<file path="config.mk">
export PLATFORM = sky130hd
export DESIGN_NAME = usb_tx_fsm_flat
export DESIGN_NICKNAME = d
export VERILOG_FILES = /design/src/rtl/usb_tx_fsm_if.sv /design/src/rtl/usb_tx_fsm.sv /design/src/flat_wrapper.sv
export SDC_FILE = /design/constraint.sdc
export NUM_CORES = 1
export LEC_CHECK = 0
export ABC_AREA = 0
export CAP_MARGIN = 20
export CORE_ASPECT_RATIO = 1.75
export CORE_MARGIN = 3
export CORE_UTILIZATION = 60
export DETAILED_ROUTE_END_ITERATION = 6
export GPL_ROUTABILITY_DRIVEN = 0
export PLACE_DENSITY = 0.84
export SLEW_MARGIN = 20
export SYNTH_ARGS = -nofsm -noshare
export SYNTH_HDL_FRONTEND = slang
export SYNTH_SLANG_ARGS = --single-unit
</file>
<file path="constraint.sdc">
create_clock -name clk -period 4.25 [get_ports clk]
set_input_delay 0.85 -clock clk [delete_from_list [all_inputs] [get_ports clk]]
set_output_delay 0.85 -clock clk [all_outputs]
set_load 0.01 [all_outputs]
</file>
<file path="src/rtl/usb_tx_fsm_if.sv">
// Packet-layer to USB transmit sequencer handshake (UTMI-style TXValid/TXReady).
// The tx_abort request exists only when USB_TX_ABORT_EN is defined.
interface usb_tx_fsm_if;
    logic       TXValid;
    logic [7:0] DataIn;
    logic       TXReady;
`ifdef USB_TX_ABORT_EN
    logic       tx_abort;

    modport master (output TXValid, output DataIn, output tx_abort, input TXReady);
    modport slave  (input TXValid, input DataIn, input tx_abort, output TXReady);
`else
    modport master (output TXValid, output DataIn, input TXReady);
    modport slave  (input TXValid, input DataIn, output TXReady);
`endif
endinterface

</file>
<file path="src/rtl/usb_tx_fsm.sv">
// USB full-speed transmit sequencer: SYNC, LSB-first bit-stuffed NRZI data, EOP on dp/dm.
// Optional packet abort (8 unstuffed ones, then EOP) is compiled in with USB_TX_ABORT_EN.
module usb_tx_fsm #(
    parameter int CLKS_PER_BIT = 4
) (
    input  logic          clk,
    input  logic          nRST,
    usb_tx_fsm_if.slave   tx,
    output logic          dp,
    output logic          dm,
    output logic          tx_oe,
    output logic          tx_busy,
    output logic          frame_sent
);

    localparam int             TW     = $clog2(CLKS_PER_BIT);
    localparam logic [TW-1:0]  T_LAST = TW'(CLKS_PER_BIT - 1);

    localparam logic [1:0] LINE_J   = 2'b10;
    localparam logic [1:0] LINE_K   = 2'b01;
    localparam logic [1:0] LINE_SE0 = 2'b00;

    typedef enum logic [2:0] {
        S_IDLE,
        S_SYNC,
        S_DATA,
        S_EOP_SE0,
        S_EOP_J
`ifdef USB_TX_ABORT_EN
        , S_ABORT
`endif
    } state_t;

    state_t         state;
    logic [TW-1:0]  timer;
    logic [2:0]     bit_cnt;    // data bit index, SE0 period or abort bit, depending on state
    logic [2:0]     ones_cnt;
    logic [7:0]     data_q;
    logic           stuffing;   // current bit period is a stuffed zero
    logic           boundary;
    logic           cap_slot;
    logic           take;

    function automatic logic [1:0] nrzi(input logic [1:0] line, input logic b);
        return b ? line : ~line;
    endfunction

    function automatic logic [2:0] ones_next(input logic [2:0] cnt, input logic b);
        return b ? cnt + 3'd1 : 3'd0;
    endfunction

    assign boundary = (timer == T_LAST);

    // A byte may be taken only at the end of SYNC or at the end of the last data bit
    // when no stuffed zero is still owed.
    assign cap_slot = boundary && (bit_cnt == 3'd7) &&
                      ((state == S_SYNC) || ((state == S_DATA) && (ones_cnt != 3'd6)));

`ifdef USB_TX_ABORT_EN
    logic abort_pend;
    logic abort_req;

    assign abort_req = abort_pend | tx.tx_abort;
    assign take      = cap_slot & tx.TXValid & ~abort_req;
`else
    assign take      = cap_slot & tx.TXValid;
`endif

    assign tx.TXReady = take;

    // NOTE: every state register uses non-blocking assignment so all updates in this
    // block see the pre-edge values, regardless of statement order.
    always_ff @(posedge clk or negedge nRST) begin
        if (!nRST) begin
            state      <= S_IDLE;
            timer      <= '0;
            bit_cnt    <= '0;
            ones_cnt   <= '0;
            data_q     <= '0;
            stuffing   <= 1'b0;
            {dp, dm}   <= LINE_J;
            tx_oe      <= 1'b0;
            tx_busy    <= 1'b0;
            frame_sent <= 1'b0;
`ifdef USB_TX_ABORT_EN
            abort_pend <= 1'b0;
`endif
        end else begin
            frame_sent <= 1'b0;
            if (state != S_IDLE) begin
                timer <= boundary ? '0 : timer + 1'b1;
            end
`ifdef USB_TX_ABORT_EN
            if ((state == S_SYNC || state == S_DATA) && tx.tx_abort) begin
                abort_pend <= 1'b1;
            end
`endif
            case (state)
                S_IDLE: begin
                    {dp, dm} <= LINE_J;
                    if (tx.TXValid) begin
                        state    <= S_SYNC;
                        tx_oe    <= 1'b1;
                        tx_busy  <= 1'b1;
                        {dp, dm} <= LINE_K;
                        timer    <= '0;
                        bit_cnt  <= '0;
                        ones_cnt <= '0;
                        stuffing <= 1'b0;
                    end
                end

                S_SYNC: begin
                    if (boundary) begin
`ifdef USB_TX_ABORT_EN
                        if (abort_req) begin
                            state      <= S_ABORT;
                            bit_cnt    <= '0;
                            abort_pend <= 1'b0;
                        end else
`endif
                        if (bit_cnt != 3'd7) begin
                            bit_cnt  <= bit_cnt + 3'd1;
                            {dp, dm} <= nrzi({dp, dm}, bit_cnt == 3'd6);
                            ones_cnt <= (bit_cnt == 3'd6) ? 3'd1 : 3'd0;
                        end else if (take) begin
                            state    <= S_DATA;
                            data_q   <= tx.DataIn;
                            bit_cnt  <= '0;
                            {dp, dm} <= nrzi({dp, dm}, tx.DataIn[0]);
                            ones_cnt <= ones_next(ones_cnt, tx.DataIn[0]);
                        end else begin
                            state    <= S_EOP_SE0;
                            bit_cnt  <= '0;
                            {dp, dm} <= LINE_SE0;
                        end
                    end
                end

                S_DATA: begin
                    if (boundary) begin
`ifdef USB_TX_ABORT_EN
                        if (abort_req) begin
                            state      <= S_ABORT;
                            bit_cnt    <= '0;
                            stuffing   <= 1'b0;
                            abort_pend <= 1'b0;
                        end else
`endif
                        if (ones_cnt == 3'd6) begin
                            stuffing <= 1'b1;
                            ones_cnt <= '0;
                            {dp, dm} <= ~{dp, dm};
                        end else if (bit_cnt != 3'd7) begin
                            stuffing <= 1'b0;
                            bit_cnt  <= bit_cnt + 3'd1;
                            {dp, dm} <= nrzi({dp, dm}, data_q[bit_cnt + 3'd1]);
                            ones_cnt <= ones_next(ones_cnt, data_q[bit_cnt + 3'd1]);
                        end else if (take) begin
                            stuffing <= 1'b0;
                            data_q   <= tx.DataIn;
                            bit_cnt  <= '0;
                            {dp, dm} <= nrzi({dp, dm}, tx.DataIn[0]);
                            ones_cnt <= ones_next(ones_cnt, tx.DataIn[0]);
                        end else begin
                            stuffing <= 1'b0;
                            state    <= S_EOP_SE0;
                            bit_cnt  <= '0;
                            {dp, dm} <= LINE_SE0;
                        end
                    end
                end

                S_EOP_SE0: begin
                    if (boundary) begin
                        if (bit_cnt == 3'd1) begin
                            state    <= S_EOP_J;
                            bit_cnt  <= '0;
                            {dp, dm} <= LINE_J;
                        end else begin
                            bit_cnt <= bit_cnt + 3'd1;
                        end
                    end
                end

                S_EOP_J: begin
                    if (boundary) begin
                        state      <= S_IDLE;
                        tx_oe      <= 1'b0;
                        tx_busy    <= 1'b0;
                        frame_sent <= 1'b1;
                    end
                end

`ifdef USB_TX_ABORT_EN
                S_ABORT: begin
                    // Line level is simply held: eight unstuffed ones.
                    if (boundary) begin
                        if (bit_cnt == 3'd7) begin
                            state    <= S_EOP_SE0;
                            bit_cnt  <= '0;
                            {dp, dm} <= LINE_SE0;
                        end else begin
                            bit_cnt <= bit_cnt + 3'd1;
                        end
                    end
                end
`endif

                default: state <= S_IDLE;
            endcase
        end
    end

endmodule

</file>
<file path="src/flat_wrapper.sv">
// flat-port wrapper written by rule: the top's interface ports become plain ports
module usb_tx_fsm_flat 
#(
    parameter int CLKS_PER_BIT = 4
)
  (clk, nRST, dp, dm, tx_oe, tx_busy, frame_sent, tx_TXValid, tx_DataIn, tx_TXReady);
  usb_tx_fsm_if tx_i ();
  input  logic clk;
  input  logic nRST;
  output logic dp;
  output logic dm;
  output logic tx_oe;
  output logic tx_busy;
  output logic frame_sent;
  input wire logic [$bits(tx_i.TXValid)-1:0] tx_TXValid;
  input wire logic [$bits(tx_i.DataIn)-1:0] tx_DataIn;
  output wire logic [$bits(tx_i.TXReady)-1:0] tx_TXReady;
  assign tx_i.TXValid = tx_TXValid;
  assign tx_i.DataIn = tx_DataIn;
  assign tx_TXReady = tx_i.TXReady;
  usb_tx_fsm #(.CLKS_PER_BIT(CLKS_PER_BIT)) u_core (.clk(clk), .nRST(nRST), .tx(tx_i), .dp(dp), .dm(dm), .tx_oe(tx_oe), .tx_busy(tx_busy), .frame_sent(frame_sent));
endmodule
</file>
### Yosys cells after proc, flatten, opt, wreduce, memory -nomap -nowiden

Cells that the tools add are included.

* memories kept: 0
* RAM bits: 0
* input bits: 11
* output and inout bits: 6
* bits in registers: 23
* bits in read-only memories: 0
* latch bits: 0

* divide/modulo/power cells: 0
* equal/unequal tests: 23
* $lt $le $gt $ge: 1
* shift operators: 0
* add/sub/neg operators: 3
* reductions and logical operators: 16
* $mul: 0
* bitwise operators: 2
* multiplexer cells: 70

Operators by type and width (count)
* 2-to-1 mux 3 bit: 25
* 2-to-1 mux 8 bit: 5
* 2-to-1 mux 1 bit: 25
* case mux 8 bit (2 select lines): 1
* case mux 3 bit (5 select lines): 1
* 2-to-1 mux 2 bit: 7
* == test 3 bit, second input constant: 4
* case mux 3 bit (4 select lines): 1
* != test 2 x 1 -> 1 bit, second input constant: 5
* != test 2 bit, second input constant: 5
* AND reduction 10 bit: 1
* != test 3 bit, second input constant: 3
* case mux 3 bit (3 select lines): 1
* case mux 1 bit (4 select lines): 2
* AND reduction 4 bit: 2
* AND reduction 7 bit: 1
* adder 3 x 1 -> 3 bit, second input constant: 2
* == test 3 x 1 -> 1 bit, second input constant: 2
* == test 3 x 2 -> 1 bit, second input constant: 2
* AND reduction 6 bit: 1
* nonzero test 3 bit: 2
* < comparator 3 x 4 -> 1 bit, second input constant: 1
* != test 4 bit, second input constant: 1
* nonzero test 2 bit: 2
* 11 further kinds: 13

### Logic depth before layout (Yosys ltp)

* depth after elaboration: 10
* gate-level depth with buffers: 8
* gate-level depth less buffers: 7

### Worst setup path after synthesis

OpenSTA, ideal clock, no wires.

* kind: flip-flop to output port
* start: reg u_core.ones_cnt[0]
* end: out tx_TXReady
* slack: 1.965 ns
* data arrival time: 1.435 ns
* stages on the path, launching flop included: 6
* required time: 3.400 ns
* cells stage by stage: dfrtp_1 -> inv_1 -> ha_1 -> and2_1 -> o21a_4 -> nor3_4

* word-level cells in the longest chain between the ends: 5

Ends and longest elaborated chain
* from (decl): RTL line usb_tx_fsm.sv:37 `logic [2:0] ones_cnt;`
* from (signal assigned): RTL line usb_tx_fsm.sv:125 `ones_cnt <= (bit_cnt == 3'd6) ? 3'd1 : 3'd0;`
* from (signal assigned): RTL line usb_tx_fsm.sv:131 `ones_cnt <= ones_next(ones_cnt, tx.DataIn[0]);`
* from (signal assigned): RTL line usb_tx_fsm.sv:158 `ones_cnt <= ones_next(ones_cnt, data_q[bit_cnt + 3'd1]);`
* != test 3 bit: RTL line usb_tx_fsm.sv:57 `((state == S_SYNC) || ((state == S_DATA) && (ones_cnt != 3'd6)));`
* logical AND 1 bit: RTL line usb_tx_fsm.sv:57
* logical OR 1 bit: RTL line usb_tx_fsm.sv:57
* logical AND 1 bit: RTL line usb_tx_fsm.sv:56 `assign cap_slot = boundary && (bit_cnt == 3'd7) &&`
* bitwise AND 1 bit: RTL line usb_tx_fsm.sv:66 `assign take = cap_slot & tx.TXValid;`
* to (decl): RTL line flat_wrapper.sv:17 `output wire logic [$bits(tx_i.TXReady)-1:0] tx_TXReady;`

No other way between the ends.

### Worst setup path in the final report

* start: in tx_TXValid
* end: out tx_TXReady

* word-level cells in the longest chain between the ends: 1

Ends and longest elaborated chain
* from (decl): RTL line flat_wrapper.sv:15 `input wire logic [$bits(tx_i.TXValid)-1:0] tx_TXValid;`
* bitwise AND 1 bit: RTL line usb_tx_fsm.sv:66

No other way between the ends.

==> metrics <==
status finished clean; Top cell by count, worst path clkdlybuf4s50_1; CP Max Fanout 10; Final Util 73.28%; share of layout cells above drive strength 1 11.11%; max_slew headroom 33.91%; PnR worst setup slack 732.7 ps; Ys Warns 0; crit share post-route 82.76%; CTS sink count 23; grt total ovfl 0; pin count of the biggest net entering global routing 24; fillers 190; DP Area 1684 sq um; register-to-register setup slack 1830 ps; drt total wl 3298 um; Post-Syn Instances 168; commonest non-fill, non-tap cell in the layout dfrtp_1; CP Cell Sequence clkdlybuf4s50_1, nand2_1, nor3_4, buf_4, clkdlybuf4s50_1; Setup crit end tx_TXReady; total negative slack 0 ps; Longest Clk Path Bufs 2; total power 1.028 mW; post-CTS setup buffers 0; WP buf/inv 3; Crit. End Element output port; syn_area_per_cell 9.101 sq um; Max Slew Vio Count 0; skew final 2.531 ps; startpoint types primary input; vias per cell 6.478; # DRC 0; reg2reg end u_core.state[2]$_DFFE_PN0P_; setup violators final 0; CTS tree built; P&R area growth vs syn 13.09%; Ports 17; dpl hpwl 2516 um; Worst path depth 5; Post-synth EDFFs 0; Antenna Nets Post-Route 0; H-tree Lvls 1; # diodes 0; P_leak 0.7414 nW; PortBufs 16; Req. time, crit path 3400 ps; unrepaired setup endpoints after global routing no; Iteration-0 DRC Markers 33; Die Wd 44.16 um; Tmin final 3517 ps; Cell Pwr Density 594.8 nW/um^2; Hold Path Class register to register; ys async rst share 100.0%; clk slew on worst S/H paths 80 ps; initial core utilization 64.79%; Global Route Usage Sum 24.04%; via count 1,328; core area 2360 sq um; CTS root buf clkbuf_8; peak supply drop 356.7 uV; WL/cell 16.09 um; post-synthesis sequential area ratio 37.73%; Yosys cell types 45; Die ar. 3214 sq um; CP max-delay cell clkdlybuf4s50_1; Final Net Count 199; design area 1729 sq um; slowest stage delay, CP 600 ps; #FFs+latches synth 23; post_cts resized 0; Synth Flop Type dfrtp_1; CP top delay family buffers and inverters; worst r2r path cells 7; Place WS 747.3 ps; Synth Net Count 186; Setup crit start tx_TXValid; Crit path arrival time 2670 ps; CTS Buf Count 3; reg-to-reg startpoint u_core.bit_cnt[0]$_DFFE_PN0P_; Cell Rows 23; Post-CTS Hold Buffers 0; first-pass GRT wire length 5899 um; Chip Height 72.78 um; vias in the first global route 1,300; commonest cells after routing, fill and taps aside dfrtp_1 (22), o21ai_0 (17), nand2_1 (16), clkdlybuf4s50_1 (16), inv_1 (11); insertion delay of the later-clocked pin in the worst-skew pair 260 ps; maximum clock frequency 284.3 MHz; drt first pass iters 5; initial antenna violation count 0; Max Cap Viol 0; final hold vios 0; Worst Tran Pin Value 988.2 ps; Cell Area, Synth 1529 sq um; Crit Path Category primary input to output port
cells by family (layout without fill, tap and decap cells):
group | after synthesis | after routing | synth area share, %
buf+inv | 20 | 32 | 5.564
flops | 23 | 23 | 37.73
mux | 13 | 13 | 9.247
compound gates | 50 | 50 | 22.10
simple gates | 55 | 55 | 19.64
fa+ha+maj | 7 | 7 | 5.728
through the flow:
step	hold WS [ps]	std cells
floorplan	462.5	168
global placement	458.7	201
detailed placement	474.8	201
CTS	487.0	205
global route	511.9	205
finish	483.1	205
cell usage after synthesis (4+ instances only):
cell	number	share of area (%)
clkbuf_1	4	0.98
nand2b_1	4	1.6
nor2_1	6	1.5
o21ai_0	17	5.6
nand3_1	6	2.0
dfrtp_1	22	36
mux2i_1	4	2.6
ha_1	7	5.7
a21oi_1	10	3.3
nand2_1	16	3.9
inv_1	11	2.7
mux2_2	9	6.6
nor3_1	7	2.3
how the worst min path moves through the flow:
stage / slack [ps] / cells past startpoint / end / from
detailed placement: 470 / 2 / u_core.dp$_DFFE_PN1P_ / u_core.dp$_DFFE_PN1P_
global route: 510 / 2 / u_core.dp$_DFFE_PN1P_ / u_core.dp$_DFFE_PN1P_
finish: 480 / 2 / u_core.dp$_DFFE_PN1P_ / u_core.dp$_DFFE_PN1P_
global placement: 460 / 2 / u_core.dp$_DFFE_PN1P_ / u_core.dp$_DFFE_PN1P_
floorplan: 460 / 1 / u_core.timer[0]$_DFF_PN0_ / u_core.timer[0]$_DFF_PN0_
CTS: 490 / 2 / u_core.dp$_DFFE_PN1P_ / u_core.dp$_DFFE_PN1P_
power by group:
group	total (mW)	switching (mW)	internal (mW)
Combinational	0.515	0.283	0.233
Sequential	0.380	0.0993	0.281
Clock	0.133	0.0660	0.0668
Total	1.03	0.448	0.580
final cells by class:
cell class	count	area [sq um]	area share, %
clock buffers	4	45.04	2.605
inverters	11	41.29	2.388
multi-input cells	125	867.1	50.14
flip-flops and latches	23	576.8	33.36
well taps	25	31.28	1.809
repair buffers	17	167.7	9.696
flip-flops by register name, summed over array words and instances, names as in the netlist:
signal / cells
u_core.dp: 1
u_core.data_q: 8
u_core.dm: 1
u_core.bit_cnt: 3
u_core.ones_cnt: 3
u_core.state: 3
u_core.timer: 2
u_core.frame_sent: 1
u_core.tx_oe: 1
routing by layer:
metal | global-route usage, % | share of wire (%) | vias up
met2 | 43.83 | 57 | 50
met4 | 8.389 | 1.6 | 0
met5 | 0 | 0 | -
li1 | - | - | 638
met3 | 3.704 | 4.6 | 6
met1 | 27.26 | 37 | 634
worst reg2reg max path: cells and delay by family (launching register included):
family                     cells  cell delay [ps]
AOI/OAI and AO/OA              3              870
adders and majority gates      2              550
DFF                            1              490
and+or+nand+nor                2              400
(Power assumes the default switching activity.)
